**src/rtl/chess_pkg.sv**
```systemverilog
// rtl/chess_pkg.sv - piece codes, opcodes, command-word fields and the initial board layout
package chess_pkg;

  localparam int SQUARES = 64;
  localparam logic [5:0] LAST_SQ = 6'd63;

  typedef logic [3:0] piece_t;
  localparam piece_t PC_EMPTY  = 4'd0;
  localparam piece_t PC_PAWN   = 4'd1;
  localparam piece_t PC_KNIGHT = 4'd2;
  localparam piece_t PC_BISHOP = 4'd3;
  localparam piece_t PC_ROOK   = 4'd4;
  localparam piece_t PC_QUEEN  = 4'd5;
  localparam piece_t PC_KING   = 4'd6;
  localparam piece_t PC_BLACK  = 4'd8;

  typedef enum logic [2:0] {
    OP_NOP      = 3'd0,
    OP_CLEAR    = 3'd1,
    OP_INIT     = 3'd2,
    OP_SET      = 3'd3,
    OP_MOVE     = 3'd4,
    OP_CURSOR   = 3'd5,
    OP_SELECT   = 3'd6,
    OP_DESELECT = 3'd7
  } opcode_t;

  localparam int CMD_TOG    = 31;
  localparam int CMD_OP_HI  = 30;
  localparam int CMD_OP_LO  = 28;
  localparam int CMD_SRC_HI = 27;
  localparam int CMD_SRC_LO = 22;
  localparam int CMD_DST_HI = 21;
  localparam int CMD_DST_LO = 16;
  localparam int CMD_PC_HI  = 15;
  localparam int CMD_PC_LO  = 12;

  // Codes 7 and 15 have no piece type regardless of colour.
  function automatic logic piece_invalid(input piece_t p);
    return p[2:0] == 3'd7;
  endfunction

  function automatic piece_t init_piece(input logic [5:0] sq);
    logic [2:0] rank;
    logic [2:0] file;
    piece_t     back;
    rank = sq[5:3];
    file = sq[2:0];
    case (file)
      3'd0, 3'd7: back = PC_ROOK;
      3'd1, 3'd6: back = PC_KNIGHT;
      3'd2, 3'd5: back = PC_BISHOP;
      3'd3:       back = PC_QUEEN;
      default:    back = PC_KING;
    endcase
    case (rank)
      3'd0:    return back;
      3'd1:    return PC_PAWN;
      3'd6:    return PC_PAWN | PC_BLACK;
      3'd7:    return back | PC_BLACK;
      default: return PC_EMPTY;
    endcase
  endfunction

endpackage

```
**src/rtl/chess_board_rf.sv**
```systemverilog
// rtl/chess_board_rf.sv - 64x4 board register file, two write ports, one peek and one registered read
module chess_board_rf
  import chess_pkg::*;
(
  input  logic       i_clk,
  input  logic       i_rst,
  input  logic       i_wa_en,
  input  logic [5:0] i_wa_addr,
  input  piece_t     i_wa_data,
  input  logic       i_wb_en,
  input  logic [5:0] i_wb_addr,
  input  piece_t     i_wb_data,
  input  logic [5:0] i_pk_addr,
  output piece_t     o_pk_data,
  input  logic [5:0] i_rd_addr,
  output piece_t     o_rd_data
);

  piece_t r_board [SQUARES];
  piece_t r_rd_data;

  // Combinational peek feeds the decoder's MOVE source check.
  assign o_pk_data = r_board[i_pk_addr];
  assign o_rd_data = r_rd_data;

  always_ff @(posedge i_clk or posedge i_rst) begin
    if (i_rst) begin
      for (int i = 0; i < SQUARES; i++) r_board[i] <= PC_EMPTY;
      r_rd_data <= PC_EMPTY;
    end else begin
      r_rd_data <= r_board[i_rd_addr];
      if (i_wa_en) r_board[i_wa_addr] <= i_wa_data;
      if (i_wb_en) r_board[i_wb_addr] <= i_wb_data;
    end
  end

endmodule

```
**src/rtl/chess_cmd_decoder.sv**
```systemverilog
// rtl/chess_cmd_decoder.sv - toggle-detected chess command decoder driving the board register file
module chess_cmd_decoder
  import chess_pkg::*;
#(
  parameter int MOVE_CNT_W = 10
) (
  input  logic                  Clk,
  input  logic                  Reset,
  input  logic [31:0]           export_data,
  output logic                  ack_toggle,
  output logic                  busy,
  output logic                  err,
  input  logic [5:0]            rd_square,
  output logic [3:0]            rd_piece,
  output logic [5:0]            cursor_sq,
  output logic [5:0]            select_sq,
  output logic                  select_valid,
  output logic [MOVE_CNT_W-1:0] move_count
);

  typedef enum logic [1:0] {ST_IDLE, ST_EXEC, ST_FILL} state_t;

  state_t                r_state;
  logic [31:0]           r_in_q;
  logic [31:0]           r_cmd;
  logic                  r_last_tog;
  logic                  r_ack;
  logic                  r_err;
  logic [5:0]            r_cursor;
  logic [5:0]            r_sel;
  logic                  r_selv;
  logic [MOVE_CNT_W-1:0] r_mc;
  logic [5:0]            r_idx;

  logic       w_tog;
  opcode_t    w_op;
  logic [5:0] w_src;
  logic [5:0] w_dst;
  piece_t     w_pc;
  piece_t     w_src_piece;
  logic       w_reject;
  logic       w_unused_rsvd;
  logic       w_wa_en;
  logic [5:0] w_wa_addr;
  piece_t     w_wa_data;
  logic       w_wb_en;
  logic [5:0] w_wb_addr;

  assign w_tog         = r_cmd[CMD_TOG];
  assign w_op          = opcode_t'(r_cmd[CMD_OP_HI:CMD_OP_LO]);
  assign w_src         = r_cmd[CMD_SRC_HI:CMD_SRC_LO];
  assign w_dst         = r_cmd[CMD_DST_HI:CMD_DST_LO];
  assign w_pc          = r_cmd[CMD_PC_HI:CMD_PC_LO];
  assign w_unused_rsvd = ^r_cmd[11:0];

  assign w_reject = ((w_op == OP_SET) && piece_invalid(w_pc)) ||
                    ((w_op == OP_MOVE) && ((w_src == w_dst) || (w_src_piece == PC_EMPTY)));

  // The EXEC cycle of CLEAR/INIT already writes square 0; FILL covers 1..63.
  always_comb begin
    w_wa_en   = 1'b0;
    w_wa_addr = 6'd0;
    w_wa_data = PC_EMPTY;
    w_wb_en   = 1'b0;
    w_wb_addr = 6'd0;
    if (r_state == ST_EXEC) begin
      case (w_op)
        OP_CLEAR: w_wa_en = 1'b1;
        OP_INIT: begin
          w_wa_en   = 1'b1;
          w_wa_data = init_piece(6'd0);
        end
        OP_SET: begin
          w_wa_en   = !w_reject;
          w_wa_addr = w_dst;
          w_wa_data = w_pc;
        end
        OP_MOVE: begin
          w_wa_en   = !w_reject;
          w_wa_addr = w_dst;
          w_wa_data = w_src_piece;
          w_wb_en   = !w_reject;
          w_wb_addr = w_src;
        end
        default: ;
      endcase
    end else if (r_state == ST_FILL) begin
      w_wa_en   = 1'b1;
      w_wa_addr = r_idx;
      w_wa_data = (w_op == OP_INIT) ? init_piece(r_idx) : PC_EMPTY;
    end
  end

  always_ff @(posedge Clk or posedge Reset) begin
    if (Reset) begin
      r_state    <= ST_IDLE;
      r_in_q     <= '0;
      r_cmd      <= '0;
      r_last_tog <= 1'b0;
      r_ack      <= 1'b0;
      r_err      <= 1'b0;
      r_cursor   <= 6'd0;
      r_sel      <= 6'd0;
      r_selv     <= 1'b0;
      r_mc       <= '0;
      r_idx      <= 6'd0;
    end else begin
      r_in_q <= export_data;
      r_err  <= 1'b0;
      case (r_state)
        ST_IDLE: begin
          if (r_in_q[CMD_TOG] != r_last_tog) begin
            r_cmd   <= r_in_q;
            r_state <= ST_EXEC;
          end
        end
        ST_EXEC: begin
          if ((w_op == OP_CLEAR) || (w_op == OP_INIT)) begin
            r_idx   <= 6'd1;
            r_state <= ST_FILL;
          end else begin
            r_last_tog <= w_tog;
            r_ack      <= w_tog;
            r_state    <= ST_IDLE;
            if (w_reject) begin
              r_err <= 1'b1;
            end else begin
              case (w_op)
                OP_MOVE: begin
                  r_mc   <= r_mc + 1'b1;
                  r_selv <= 1'b0;
                end
                OP_CURSOR: r_cursor <= w_dst;
                OP_SELECT: begin
                  r_sel  <= w_src;
                  r_selv <= 1'b1;
                end
                OP_DESELECT: r_selv <= 1'b0;
                default: ;
              endcase
            end
          end
        end
        ST_FILL: begin
          if (r_idx == LAST_SQ) begin
            r_last_tog <= w_tog;
            r_ack      <= w_tog;
            r_state    <= ST_IDLE;
          end else begin
            r_idx <= r_idx + 6'd1;
          end
        end
        default: r_state <= ST_IDLE;
      endcase
    end
  end

  chess_board_rf u_board (
    .i_clk     (Clk),
    .i_rst     (Reset),
    .i_wa_en   (w_wa_en),
    .i_wa_addr (w_wa_addr),
    .i_wa_data (w_wa_data),
    .i_wb_en   (w_wb_en),
    .i_wb_addr (w_wb_addr),
    .i_wb_data (PC_EMPTY),
    .i_pk_addr (w_src),
    .o_pk_data (w_src_piece),
    .i_rd_addr (rd_square),
    .o_rd_data (rd_piece)
  );

  assign ack_toggle   = r_ack;
  assign busy         = (r_state != ST_IDLE);
  assign err          = r_err;
  assign cursor_sq    = r_cursor;
  assign select_sq    = r_sel;
  assign select_valid = r_selv;
  assign move_count   = r_mc;

endmodule

```
**config.mk**
```make
export PLATFORM = sky130hd
export DESIGN_NAME = chess_cmd_decoder
export DESIGN_NICKNAME = d
export VERILOG_FILES = /design/src/rtl/chess_pkg.sv /design/src/rtl/chess_board_rf.sv /design/src/rtl/chess_cmd_decoder.sv
export SDC_FILE = /design/constraint.sdc
export NUM_CORES = 1
export LEC_CHECK = 0
export BUFFER_PORTS_ARGS = -buffer_cell sky130_fd_sc_hd__buf_2
export CELL_PAD_IN_SITES_DETAIL_PLACEMENT = 2
export CELL_PAD_IN_SITES_GLOBAL_PLACEMENT = 2
export CORE_MARGIN = 2
export CORE_UTILIZATION = 30
export CTS_BUF_LIST = sky130_fd_sc_hd__clkbuf_8 sky130_fd_sc_hd__clkbuf_16
export DETAILED_ROUTE_END_ITERATION = 6
export PLACE_DENSITY_LB_ADDON = 0.1
export SLEW_MARGIN = 20
export SYNTH_ARGS = -nofsm -noshare
export SYNTH_HDL_FRONTEND = slang
export SYNTH_SLANG_ARGS = --single-unit
```
**constraint.sdc**
```tcl
create_clock -name Clk -period 29.2 [get_ports Clk]
set_clock_uncertainty 0.15 [all_clocks]
set_input_delay 1.46 -clock Clk [delete_from_list [all_inputs] [get_ports Clk]]
set_output_delay 1.46 -clock Clk [all_outputs]
set_load 0.005 [all_outputs]
```
==> metrics.md <==
| Metric | Value |
|---|---|
| Met2 usage | 37.8% |
| Post-synth top area cell | dfrtp_1 |
| Synthesized area | 18,800 sq um |
| Flops & latches, synth | 333 |
| CP arrival | 7.03 ns |
| Met3 Use GR | 3.44% |
| Sink Count | 333 |
| DRC Markers | 0 |
| Leakage | 8.31 nW |
| Leading cell type in the layout, fill and taps excluded | dfrtp_1 |
| DR vias | 14,800 |
| GPL Wtd Cong | 0.802 |
| FP Rows | 91 |
| Endpoints failing setup | 0 |
| H-tree levels | 2 |
| Post-CTS Setup Bufs | 0 |
| Chip height | 254 um |
| CTS tree | done |
| Top achievable clock speed | 148 MHz |
| Nets@finish | 1,636 |
| Fill count | 6,413 |
| MaxCap Viol Count | 0 |
| Final Hold Viols | 0 |
| ANT cells | 0 |
| Crit start category | flop |
| Worst Path Max Fanout | 68 |
| Full die area | 64,600 sq um |
| Status | finished clean |
| CTS root buffer | clkbuf_16 |
| Area of the multi-input gates | 9580 sq um |
| CP cell instances | buf_4 -> nor2_1 -> a221oi_1 -> a221oi_1 -> o32a_1 -> a31oi_4 -> a31o_4 -> buf_4 -> nor2b_2 -> buf_4 -> a211oi_1 |
| Critical path class | flop to flop |
| Core ar. | 61,800 sq um |
| PostCTS Resize Cnt | 0 |
| Area Growth Syn to Fin | 12.7% |
| # IOs | 70 |
| Required time of the worst setup path | 29.47 ns |
| Total gr overflow | 0 |
| EDFF count, synth | 0 |
| Cells after Synth | 1,607 |
| Unrepaired setup endpoints after global routing | no |
| Max clock buf depth | 3 |
| CP max-delay cell | dfrtp_4 |
| IO buf count | 57 |
| Routed wire length | 76,600 um |
| Final TNS setup | 0 ns |
| Pwr/cell area | 93.1 nW/um^2 |
| Core Util, Final | 34.2% |
| Die width | 254 um |
| Synth Flop Type | dfrtp_1 |
| Post-DP HPWL | 50,800 um |
| Total track usage | 24.4% |
| Crit path largest cell delay | 0.91 ns |
| Initial drt markers | 1,136 |
| Async set or reset register ratio after synthesis | 100% |
| Antenna Violating Nets Remaining | 0 |
| Reg clk slew, reported paths | 0.06 ns |
| Min Tclk post-route | 6.76 ns |
| Routed length per instance | 31.2 um |
| Final Slew Violations | 0 |
| CP Capture Type | flop |
| Initial antenna violation count | 2 |
| Ranking of synthesized cells by area | dfrtp_1 (44%), mux4_2 (16%), a211oi_1 (11%), a21oi_1 (7.1%), nor4_2 (2.9%) |
| Crit share post-route | 23.2% |
| Pre-antenna DRT Iters | 5 |
| GRT met1 Usage | 35.8% |
| Mapped Nets | 1,656 |
| Initial Util | 30.3% |
| Cts hold-fix bufs | 0 |
| Num CTS Buffers | 43 |
| Largest net degree at the start of global routing | 79 |
| Max_slew headroom | 26.4% |
| First-pass GRT wire length | 116,000 um |
| Reg area | 8340 sq um |
| Slew @ Worst Pin | 1.09 ns |
| Min-Delay Path Class | flop to flop |
| Busiest grt layer | met2 |
| Synthesized area per cell | 11.7 sq um |
| Post-synthesis sequential area ratio | 44.4% |
| Worst VDD drop | 0.0410 mV |
| Fraction of layout cells with a size suffix above 1 | 26.1% |
| Cell seen most often among critical-path stages | buf_4 |
| Synth cell types | 60 |
| Vias in the first global route | 15,800 |
| Via/cell ratio | 6.01 |
| Area share of the largest cell type after synthesis | 44.4% |
| Clk_lat worst skew | 0.59 ns |
| Syn. warnings | 0 |
| Commonest non-fill, non-tap cells in the layout | dfrtp_1 (329), a21oi_1 (268), a211oi_1 (264) |
==> metal layers <==
metal | wire length [um] | share of wire, %
met4 | 1630 | 2.1
met2 | 35200 | 46
met5 | 0 | 0
met3 | 3720 | 4.9
met1 | 36100 | 47
==> area by class of cell <==
type                    count  share of cell area, %
multi-input cells        1092                   45.3
repair buffers            104                   3.03
clock buffers              53                   5.79
flip-flops and latches    333                   39.5
well taps                 837                   4.95
clock inverters            25                   1.21
inverters                  13                  0.266
==> Yosys cell counts (16+ instances only) <==
master	number
a21oi_1	268
buf_6	19
nor2_1	50
mux2i_1	32
mux2_2	41
buf_1	16
o21ai_0	21
clkbuf_1	70
buf_2	61
nor4_2	44
nor2b_1	16
nand2_1	52
nor4_1	21
mux4_2	134
nand3_1	29
a211oi_1	264
dfrtp_1	333
==> registers in the layout (all words and copies together) (netlist names) <==
register	count
u_board.r_board	256
r_cmd	20
r_in_q	20
move_count	10
cursor_sq	6
r_idx	6
select_sq	6
u_board.o_rd_data	4
r_state	2
ack_toggle	1
err	1
select_valid	1
==> path summary, 6_finish.rpt <==
kind                          startpoint  slack (ns)                    to  depth (start not counted)
max in group asynchronous          Reset       25.04   u_board.r_board[19]                          5
max                            r_cmd[24]       22.44  u_board.r_board[233]                         11
max reg2reg                    r_cmd[24]       22.44  u_board.r_board[233]                         11
min in group asynchronous          Reset        0.79  u_board.r_board[186]                          2
min                        move_count[9]        0.31         move_count[9]                          1
min reg2reg                move_count[9]        0.31         move_count[9]                          1
==> critical path: cells and delay by family (launching register included) <==
| family | cells | cell delay, ns |
|---|---|---|
| AND/OR/NAND/NOR | 2 | 0.87 |
| buffers and inverters | 3 | 1.84 |
| AO/OA/AOI/OAI | 6 | 2.61 |
| flip-flops | 1 | 0.91 |
==> metrics by stage <==
step                worst slack [ns]  hold WS, ns  area [sq um]  std cells  power (W)
finish                         22.44        0.314         21100       2457    0.00197
global route                   22.26        0.351         21100       2457    0.00206
CTS                            22.47        0.320         21100       2457    0.00199
detailed placement             22.48        0.302         19600       2379    0.00142
global placement               22.51        0.305         19600       2379    0.00140
floorplan                      18.37        0.306         18800       1607    0.00113
==> logic make-up (layout without fill, tap and decap cells) <==
family | after synthesis | after routing | synth area share, %
buffers and inverters | 182 | 195 | 4.87
XOR/XNOR | 18 | 18 | 0.840
AND/OR/NAND/NOR | 251 | 251 | 8.26
multiplexers | 207 | 207 | 20.3
adder cells (fa/ha/maj) | 9 | 9 | 0.600
flip-flops | 333 | 333 | 44.4
AO/OA/AOI/OAI | 607 | 607 | 20.8
==> power by group <==
part	internal [W]	switching [W]	total, W
clock network	0.000340	0.000222	0.000563
registers	0.000543	0.000120	0.000664
logic	0.000253	0.000489	0.000742
Note: power is estimated with default switching activity, not from simulation.
